`config.mk`:
```
export PLATFORM = sky130hd
export DESIGN_NAME = image_read_proc
export DESIGN_NICKNAME = d
export VERILOG_FILES = /design/src/rtl/image_read_proc.sv
export SDC_FILE = /design/constraint.sdc
export NUM_CORES = 1
export LEC_CHECK = 0
export CAP_MARGIN = 20
export CORE_UTILIZATION = 40
export CTS_CLUSTER_SIZE = 30
export DETAILED_ROUTE_END_ITERATION = 16
export DONT_BUFFER_PORTS = 1
export PLACE_DENSITY = 0.54
export SLEW_MARGIN = 5
export SYNTH_ARGS = -nofsm -noshare
export SYNTH_HDL_FRONTEND = slang
export SYNTH_SLANG_ARGS = --single-unit
```
`constraint.sdc`:
```
create_clock -name HCLK -period 2.7 [get_ports HCLK]
set_clock_uncertainty 0.15 [all_clocks]
set_input_delay 0.54 -clock HCLK [delete_from_list [all_inputs] [get_ports HCLK]]
set_output_delay 0.54 -clock HCLK [all_outputs]
set_load 0.02 [all_outputs]
```
`src/rtl/image_read_proc.sv`:
```
// ---------------------------------------------------------------------------
// image_read_proc
//   Frame source and pixel-processing stage feeding a BMP image writer.
//   On start it scans a frame memory through two synchronous read ports
//   (two pixels per clock), applies a saturating brightness offset to every
//   byte and emits the result raster-timed: a vsync window, then one hsync
//   burst per row. Rows are scanned bottom-up to match BMP row order.
//
// Optional feature (compile-time macro INVERT_EN):
//   defined   - each saturated byte is replaced by 255-out in the same
//               register stage (latency unchanged)
//   undefined - saturated byte is output directly
//
// Ports:
//   HCLK        in   clock, rising edge
//   HRESETn     in   asynchronous active-low reset
//   start       in   one-cycle frame request, sampled only in IDLE
//   mem_addr0   out  even-pixel read address (0 outside DATA)
//   mem_addr1   out  odd-pixel read address = mem_addr0+1 (0 outside DATA)
//   mem_rdata0  in   {R,G,B} for mem_addr0, valid one cycle after address
//   mem_rdata1  in   {R,G,B} for mem_addr1, valid one cycle after address
//   vsync       out  frame start-up window
//   hsync       out  processed pixel-pair valid strobe
//   DATA_R0/G0/B0  out  processed even pixel bytes
//   DATA_R1/G1/B1  out  processed odd pixel bytes
//   busy        out  high from the cycle after start is accepted until done
//   frame_done  out  one-cycle end-of-frame pulse
// ---------------------------------------------------------------------------
module image_read_proc #(
    parameter int WIDTH          = 768,
    parameter int HEIGHT         = 512,
    parameter int ADDR_W         = 19,
    parameter int START_UP_DELAY = 100,
    parameter int HSYNC_DELAY    = 160,
    parameter int VALUE          = 100,
    parameter int SIGN           = 1
) (
    input  logic              HCLK,
    input  logic              HRESETn,
    input  logic              start,
    output logic [ADDR_W-1:0] mem_addr0,
    output logic [ADDR_W-1:0] mem_addr1,
    input  logic [23:0]       mem_rdata0,
    input  logic [23:0]       mem_rdata1,
    output logic              vsync,
    output logic              hsync,
    output logic [7:0]        DATA_R0,
    output logic [7:0]        DATA_G0,
    output logic [7:0]        DATA_B0,
    output logic [7:0]        DATA_R1,
    output logic [7:0]        DATA_G1,
    output logic [7:0]        DATA_B1,
    output logic              busy,
    output logic              frame_done
);

    localparam int LP_HALF_W  = WIDTH / 2;
    localparam int LP_CNT_MAX = (START_UP_DELAY > HSYNC_DELAY)
                              ? ((START_UP_DELAY > LP_HALF_W) ? START_UP_DELAY : LP_HALF_W)
                              : ((HSYNC_DELAY > LP_HALF_W) ? HSYNC_DELAY : LP_HALF_W);
    localparam int CNT_W      = $clog2(LP_CNT_MAX + 2);

    localparam logic [CNT_W-1:0] LP_VS_LAST   = CNT_W'((START_UP_DELAY > 0) ? START_UP_DELAY - 1 : 0);
    localparam logic [CNT_W-1:0] LP_HS_LAST   = CNT_W'((HSYNC_DELAY > 0) ? HSYNC_DELAY - 1 : 0);
    localparam logic [CNT_W-1:0] LP_DATA_LAST = CNT_W'(LP_HALF_W - 1);
    localparam logic [CNT_W-1:0] LP_FLUSH_LAST = CNT_W'(1);

    localparam logic [ADDR_W-1:0] LP_ROW_STEP = ADDR_W'(WIDTH);
    localparam logic [ADDR_W-1:0] LP_TOP_BASE = ADDR_W'((HEIGHT - 1) * WIDTH);

    typedef enum logic [2:0] {
        S_IDLE,
        S_VSYNC,
        S_HSYNC,
        S_DATA,
        S_FLUSH,
        S_DONE
    } state_t;

    state_t            r_state;
    state_t            w_state_nxt;
    state_t            w_row_entry;   // first state of a row's sequence
    logic              w_step_end;    // current timed step finishes this cycle
    logic [CNT_W-1:0]  r_cnt;
    logic [ADDR_W-1:0] r_base;        // address of pixel 0 of the current row
    logic [ADDR_W-1:0] r_addr;        // even-pixel address of the current pair
    logic              r_v1;          // read data valid on mem_rdata* this cycle
    logic              r_hsync;
    logic [7:0]        r_r0, r_g0, r_b0, r_r1, r_g1, r_b1;

    // 9-bit saturating offset, optional inversion after saturation.
    function automatic logic [7:0] f_proc(input logic [7:0] x);
        logic [8:0] s;
        logic [7:0] y;
        if (SIGN != 0) begin
            s = {1'b0, x} + 9'(VALUE);
            y = s[8] ? 8'hFF : s[7:0];
        end else begin
            // borrow into bit 8 marks a negative result
            s = {1'b0, x} - 9'(VALUE);
            y = s[8] ? 8'h00 : s[7:0];
        end
`ifdef INVERT_EN
        y = ~y;
`endif
        return y;
    endfunction

    // ------------------------------------------------------------------
    // FSM state register
    // ------------------------------------------------------------------
    always_ff @(posedge HCLK or negedge HRESETn) begin
        if (!HRESETn) begin
            r_state <= S_IDLE;
        end else begin
            r_state <= w_state_nxt;
        end
    end

    // ------------------------------------------------------------------
    // FSM next state
    // ------------------------------------------------------------------
    always_comb begin
        w_state_nxt = r_state;
        w_step_end  = 1'b0;
        w_row_entry = (HSYNC_DELAY == 0) ? S_DATA : S_HSYNC;
        case (r_state)
            S_IDLE: begin
                if (start) begin
                    w_step_end  = 1'b1;
                    w_state_nxt = (START_UP_DELAY == 0) ? w_row_entry : S_VSYNC;
                end
            end
            S_VSYNC: begin
                if (r_cnt == LP_VS_LAST) begin
                    w_step_end  = 1'b1;
                    w_state_nxt = w_row_entry;
                end
            end
            S_HSYNC: begin
                if (r_cnt == LP_HS_LAST) begin
                    w_step_end  = 1'b1;
                    w_state_nxt = S_DATA;
                end
            end
            S_DATA: begin
                if (r_cnt == LP_DATA_LAST) begin
                    w_step_end  = 1'b1;
                    w_state_nxt = (r_base == '0) ? S_FLUSH : w_row_entry;
                end
            end
            S_FLUSH: begin
                if (r_cnt == LP_FLUSH_LAST) begin
                    w_step_end  = 1'b1;
                    w_state_nxt = S_DONE;
                end
            end
            S_DONE: begin
                // start arriving here is dropped; it must be re-issued in IDLE
                w_step_end  = 1'b1;
                w_state_nxt = S_IDLE;
            end
            default: begin
                w_state_nxt = S_IDLE;
            end
        endcase
    end

    // ------------------------------------------------------------------
    // Step counter and row/pair address generation
    // ------------------------------------------------------------------
    always_ff @(posedge HCLK or negedge HRESETn) begin
        if (!HRESETn) begin
            r_cnt  <= '0;
            r_base <= '0;
            r_addr <= '0;
        end else begin
            if (r_state == S_IDLE || w_step_end) begin
                r_cnt <= '0;
            end else begin
                r_cnt <= r_cnt + CNT_W'(1);
            end

            if (r_state == S_IDLE && start) begin
                r_base <= LP_TOP_BASE;
                r_addr <= LP_TOP_BASE;
            end else if (r_state == S_DATA) begin
                if (w_step_end) begin
                    // move up one row in memory (down one row in the image)
                    r_base <= r_base - LP_ROW_STEP;
                    r_addr <= r_base - LP_ROW_STEP;
                end else begin
                    r_addr <= r_addr + ADDR_W'(2);
                end
            end
        end
    end

    // ------------------------------------------------------------------
    // Read/process pipeline: address at t, rdata at t+1, outputs at t+2
    // ------------------------------------------------------------------
    always_ff @(posedge HCLK or negedge HRESETn) begin
        if (!HRESETn) begin
            r_v1    <= 1'b0;
            r_hsync <= 1'b0;
            r_r0    <= '0;
            r_g0    <= '0;
            r_b0    <= '0;
            r_r1    <= '0;
            r_g1    <= '0;
            r_b1    <= '0;
        end else begin
            r_v1    <= (r_state == S_DATA);
            r_hsync <= r_v1;
            if (r_v1) begin
                r_r0 <= f_proc(mem_rdata0[23:16]);
                r_g0 <= f_proc(mem_rdata0[15:8]);
                r_b0 <= f_proc(mem_rdata0[7:0]);
                r_r1 <= f_proc(mem_rdata1[23:16]);
                r_g1 <= f_proc(mem_rdata1[15:8]);
                r_b1 <= f_proc(mem_rdata1[7:0]);
            end
        end
    end

    // ------------------------------------------------------------------
    // Outputs
    // ------------------------------------------------------------------
    assign mem_addr0  = (r_state == S_DATA) ? r_addr : '0;
    assign mem_addr1  = (r_state == S_DATA) ? (r_addr + ADDR_W'(1)) : '0;
    assign vsync      = (r_state == S_VSYNC);
    assign busy       = (r_state != S_IDLE) && (r_state != S_DONE);
    assign frame_done = (r_state == S_DONE);
    assign hsync      = r_hsync;
    assign DATA_R0    = r_r0;
    assign DATA_G0    = r_g0;
    assign DATA_B0    = r_b0;
    assign DATA_R1    = r_r1;
    assign DATA_G1    = r_g1;
    assign DATA_B1    = r_b1;

endmodule

```
==> reports/metrics.yaml, run 1 <==
finalWirelength_um: 14100
path_class: "reg -> out"
syn-cell-area_um2: 5280
synth_area_per_cell_um2: 9.19
finalSetupTns_ns: 0
n_fill_cell: 1240
yosysSeqAreaShare_pct: 43.6
final_common_cell: "dfrtp_1"
startpoint_type: "flop"
sequentialPowerShare_pct: 50.3
seqCellArea_um2: 2310
multi_input_area_um2: 2840
grt_max_degree: 93
io_pins: 141
core_area_um2: 12700
switching_share_pct: 27.2
grt_pass1_vias: 4260
ys_seq_elements: 92
vias: 4500
grt_use_met3_pct: 6.80
cts.clk_slew.worst_paths_ns: 0.06
setup_viol: 0
critPathRequiredTime_ns: 2.01
drive_above_1_share_pct: 16.6
grt_pass1_wl_um: 21900
postRouteAntennaNets: 0
drc_errors: 0
worst_slew_pin_slew_ns: 0.860
power.switching_uw: 842
finalCritPeriodShare_pct: 97.8
min_period_ns: 2.64
violations: "negative hold slack"
synth_top_cell_area_share_pct: 43.6
synth_edf_count: 0
grtUsageTotal_pct: 21.1
ys_warn_count: 0
start_util_pct: 41.5
crit_chain: "ha_4, nand3_4, nor3_2, buf_4, nand3_2, xor2_1, nor2_1, buf_4"
grtUsageMet1_pct: 27.6
maxSlewViolCount: 0
globalRoute.busiestLayer: "met2"
wl_per_cell_um: 18.1
outcome: "finished with violations"
io_buffers: 0
rrSetupSlack_ns: 0.35
die_w_um: 117
intPower_uw: 2250
drt_iter0_drc: 348
final_cell_mix: "dfrtp_1, nor2_1, buf_4, a21oi_1, xor2_1"
r2r_end: "r_base[11]"
final_core_util_pct: 47.9
p_clk_share_pct: 36.4
slew_headroom_pct: 42.3
vias_per_cell: 5.75
synthFlopType: "dfrtp_1"
critPathCaptureType: "primary output"
path_common_cell: "buf_4"
grtUsageMet2_pct: 31.9
cts_root_buffer: "clkbuf_16"
design.die.area_um2: 13700
antenna_cells: 0
synth.largest_area_cell: "dfrtp_1"
nets: 669
p_leak_uw: 0.00249
reg2reg_depth: 7
worst-path-max-fanout: 6
drv_cap: 0
cp_slowest_stage_delay_ns: 0.41
die_h_um: 117
syn-instance-count: 574
rows: 41
endpoint: "mem_addr1[17]"
cts_max_level: 3
rsz0062_at_grt: "yes"
power_density_nw_per_um2: 508
async_flop_share_pct: 100
grt.overflow.total: 0
clk_path_buf_depth: 2
crit_arrival_ns: 1.95
fmax_mhz: 379
yosys-top-cells-area: "dfrtp_1, xor2_1, o22a_1, nor2_1, a21oi_1"
hp-class: "in -> async"
irDropWorstVdd_uv: 273
reg2reg_from: "r_cnt[0]"
cts.sinks: 92
numCtsBuffers: 9
gp_congestion: 0.837
critPathSlowestCell: "dfrtp_1"
dr.pass1.iters: 5
ys_types: 60
syn_nets: 637
insertion_delay_ns: 0.35
p_comb_share_pct: 13.3
crit_start: "r_addr[1]"
syn_to_final_growth_pct: 15.4
hold_slack_ns: -0.266
cts_tree: "built"
hpwl_um: 10100
antenna_found_initial: 0
final-hold-violation-count: 92
==> critical path: cells and delay by family (launching register included) <==
family | cells | cell delay, ns
xor+xnor | 1 | 0.15
buf+inv | 2 | 0.34
flops | 1 | 0.41
fa+ha+maj | 1 | 0.18
simple gates | 4 | 0.52
==> metrics by stage <==
stage / cell area (µm²) / worst slack, ns / std cells / power (µW)
final: 6090 / 0.0592 / 782 / 3090
after global routing: 6090 / -0.0317 / 782 / 3250
after CTS: 6040 / 0.00161 / 779 / 3130
after detailed placement: 5680 / 0.150 / 756 / 1960
after global placement: 5680 / 0.161 / 756 / 1950
after floorplan: 5280 / 0.192 / 574 / 1860
==> per-layer routing <==
metal | part of all wire, % | wire (µm)
met5 | 0 | 0
met4 | 3.1 | 443
met3 | 9.0 | 1280
met2 | 44 | 6280
met1 | 43 | 6140
==> synth_stat cells, drive strengths merged (7+ instances only) <==
cell type and instances:
a21oi 41, xnor2 15, or3 9, o22a 32, nor2 68, nand2 37
ha 12, nand3 27, xor2 38, a31oi 20, o21ai 23, dfrtp 92
nand4 7, nor3 15, clkbuf 23, buf 13, and3 7, and2 24
inv 9
==> registers in the layout, summed over array words and instances, names as in the netlist <==
register,cells
DATA_B0,8
DATA_B1,8
DATA_G0,8
DATA_G1,8
DATA_R0,8
DATA_R1,8
hsync,1
r_addr,19
r_base,11
r_cnt,9
r_state,3
r_v1,1
==> timing repair <==
item / 4_1_cts / 5_1_grt
endpoints found under the hold margin: 92 / 92
pin swaps: 5 / 5
setup endpoints to repair: 8 / 11
setup buffers: 8 / 3
resized for setup: 16 / 7
cloned: 0 / 0
==> layout make-up <==
class	count	area share, %
multi-input cells	437	46.7
flip-flops and latches	92	38.0
repair buffers	57	7.09
clock buffers	13	3.95
well taps	172	3.53
inverters	9	0.555
clock inverters	2	0.206
==> worst min path at each step <==
stage	startpoint	endpoint	slack, ns	cells after the start
2_1_floorplan	HRESETn	DATA_B0[0]	0.09	0
6_report	HRESETn	DATA_B1[5]	-0.27	0
4_1_cts	HRESETn	DATA_B1[5]	-0.28	0
3_3_place_gp	HRESETn	DATA_B1[5]	0.1	0
3_5_place_dp	HRESETn	DATA_B1[5]	0.1	0
5_1_grt	HRESETn	DATA_B1[5]	-0.29	0
==> power groups by stage <==
stage	logic [µW]	registers, µW	clock network [µW]
6_report	411	1560	1120
5_1_grt	460	1570	1220
4_1_cts	408	1550	1170
3_5_place_dp	387	1580	0
3_3_place_gp	380	1570	0
2_1_floorplan	339	1520	0
==> cells by family after synthesis <==
| family | count (synthesis) | share of synthesized area, % |
|---|---|---|
| compound gates | 142 | 18.0 |
| xor+xnor | 53 | 8.80 |
| fa+ha+maj | 12 | 2.84 |
| buf+inv | 45 | 3.67 |
| flops | 92 | 43.6 |
| mux | 5 | 1.04 |
| simple gates | 225 | 22.0 |
Power figures use the tool's default switching activity.
==> inputs of run 2 (changes only) <==
- REMOVE_ABC_BUFFERS: default -> 1
- SKIP_LAST_GASP: default -> 1
==> run 2 against run 1 <==
Against the previous run:
- the run still ends with negative hold slack left
- sequential share of layout area shrank 0.56 points
- combinational power is essentially flat
- sequential power about the same
- highest routed layer unchanged
==> reports/metrics.yaml, run 2 (synthesized netlist as in run 1, its figures left out) <==
outcome: "finished with violations"
grt_pass1_vias: 4237  # -0.54%
power_density_nw_per_um2: 510  # +0.40%
wl_met2_um: 6630  # +5.6%
critPathRequiredTime_ns: 2.01  # about the same
grtUsageTotal_pct: 21.0  # -0.098 points
drc_errors: 0  # unchanged
worst_slew_pin_slew_ns: 0.577  # -0.283 ns
antenna_found_initial: 0  # unchanged
fmax_mhz: 373  # -1.4%
slew_headroom_pct: 61.5  # +19 points
grt.overflow.total: 0  # unchanged
place_ws_ns: 0.199  # +0.0487 ns
cts_tree: "built"
final_common_cell: "dfrtp_1"
wl_per_cell_um: 17.9  # -1.2%
drive_above_1_share_pct: 17.2  # +0.59 points
cts_root_buffer: "clkbuf_16"
startpoint_type: "flop"
hpwl_um: 9970  # -1.5%
rows: 41  # unchanged
rrSetupSlack_ns: 0.20  # -0.15 ns
largest_reg_flops: 19  # unchanged
postRouteAntennaNets: 0  # unchanged
worst-path-max-fanout: 5  # -1
die_h_um: 117  # unchanged
finalWirelength_um: 14100  # -0.22%
numCtsBuffers: 9  # unchanged
violations: "negative hold slack"
clk_path_buf_depth: 2  # unchanged
io_buffers: 0  # unchanged
crit_start: "r_addr[1]"
io_pins: 141  # unchanged
final-hold-violation-count: 92  # unchanged
hold_slack_ns: -0.269  # -0.00273 ns
die_w_um: 117  # unchanged
maxSlewViolCount: 0  # unchanged
final_core_util_pct: 48.5  # +0.66 points
cts_max_level: 3  # unchanged
gp_congestion: 0.842  # +0.53%
cts.sinks: 92  # unchanged
dp.cells: 759  # +0.40%
cts.clk_slew.worst_paths_ns: 0.07  # about the same
start_util_pct: 41.5  # unchanged
core_area_um2: 12700  # unchanged
final_cell_mix: "dfrtp_1, nor2_1, buf_4, a21oi_1, xor2_1"
drv_cap: 0  # unchanged
nets: 676  # +1.0%
insertion_delay_ns: 0.35  # about the same
largest_register: "r_addr"
rsz0062_at_grt: "yes"
critPathCaptureType: "primary output"
top_regs: "r_addr x19, r_base x11, r_cnt x9"
path_class: "reg -> out"
grt_max_degree: 93  # unchanged
irDropWorstVdd_uv: 278  # +1.6%
stdcell_count: 790  # +1.0%
dr_wl_met3_um: 1280  # -0.16%
crit_arrival_ns: 1.99  # +0.04 ns
reg2reg_from: "r_base[9]"
vias: 4528  # +0.62%
drt_iter0_drc: 302  # -13%
design.die.area_um2: 13700  # unchanged
min_period_ns: 2.68  # +0.0384 ns
final.setup.worst_slack_ns: 0.0209  # -0.0384 ns
grt_pass1_wl_um: 21900  # -0.35%
p_leak_uw: 0.00255  # +2.6%
finalCritPeriodShare_pct: 99.2  # +1.4 points
hp-class: "in -> async"
dr.pass1.iters: 5  # unchanged
top_layer_used: "met4"
wl_met1_um: 6020  # -2.0%
antenna_cells: 0  # unchanged
vias_per_cell: 5.73  # -0.40%
syn_to_final_growth_pct: 17.0
setup_viol: 0  # unchanged
[run 2: cell count changes in the layout (fill, tap and decap cells not counted), sizes merged]
| cell | delta |
|---|---|
| clkdlybuf4s15 | +1 |
| inv | +2 |
| clkbuf | -3 |
| buf | +6 |
| clkinv | +1 |
| clkinvlp | +1 |
[run 2: stage by stage]
stage / setup TNS [ns] / total power (µW) / instance area (µm²) / hold WS, ns
detailed placement: 0 / 1960 / 5700 / 0.0966
CTS: -0.00286 / 3180 / 6060 / -0.286
global route: -0.208 / 3310 / 6170 / -0.298
global placement: 0 / 1960 / 5700 / 0.0966
floorplan: -1.10 / 1840 / 5120 / 0.0944
finish: 0 / 3150 / 6170 / -0.269
[run 2: worst max-delay path: stages, from the launching register on]
cell and delay [ns]:
dfrtp_2 0.43, ha_4 0.18, nand3_4 0.11, nor3_4 0.23, buf_6 0.16, nand3_2 0.09, xor2_1 0.15, nor2_1 0.13
buf_4 0.16
[run 2: worst paths after layout]
path | endpoint | cells past startpoint
worst max-delay path | mem_addr1[15] | 8
worst min-delay path | DATA_G1[0] | 0
worst max register to register | r_addr[16] | 6
worst min register to register | r_cnt[0] | 1
max in group asynchronous | r_addr[10] | 0
min in group HCLK | DATA_R1[2] | 1
[run 2: what timing repair did]
item,4_1_cts,5_1_grt
setup endpoints to repair,9,15
resized for setup,8,12
buffers inserted,6,8
cloned,1,0
pin swaps,3,5
endpoints found under the hold margin,92,92
[run 2: area by class of cell]
class	instances	area [µm²]
fill	1264	6550
multi-input combinational	437	2840
sequential	92	2310
timing repair buffer	64	492
clock buffer	10	229
tap	172	215
clock inverter	6	48.8
inverter	9	33.8
[run 2: layer usage]
metal | up-vias | track usage, %
met5 | - | 0
met4 | 0 | 7.00
met3 | 12 | 7.42
met2 | 181 | 34.0
met1 | 2198 | 26.3
li1 | 2137 | -
[run 2: power breakdown]
part | leakage, µW | switching, µW | internal (µW) | total (µW)
Combinational | 0.00134 | 230 | 181 | 411
Clock | 0.000131 | 554 | 634 | 1190
Sequential | 0.00108 | 104 | 1440 | 1550
==> inputs of run 3 (changes only) <==
- CTS_CLUSTER_DIAMETER: default -> 60
==> results of run 3 <==
Same layout as run 2: the final DEF is identical, and so are final timing and power.
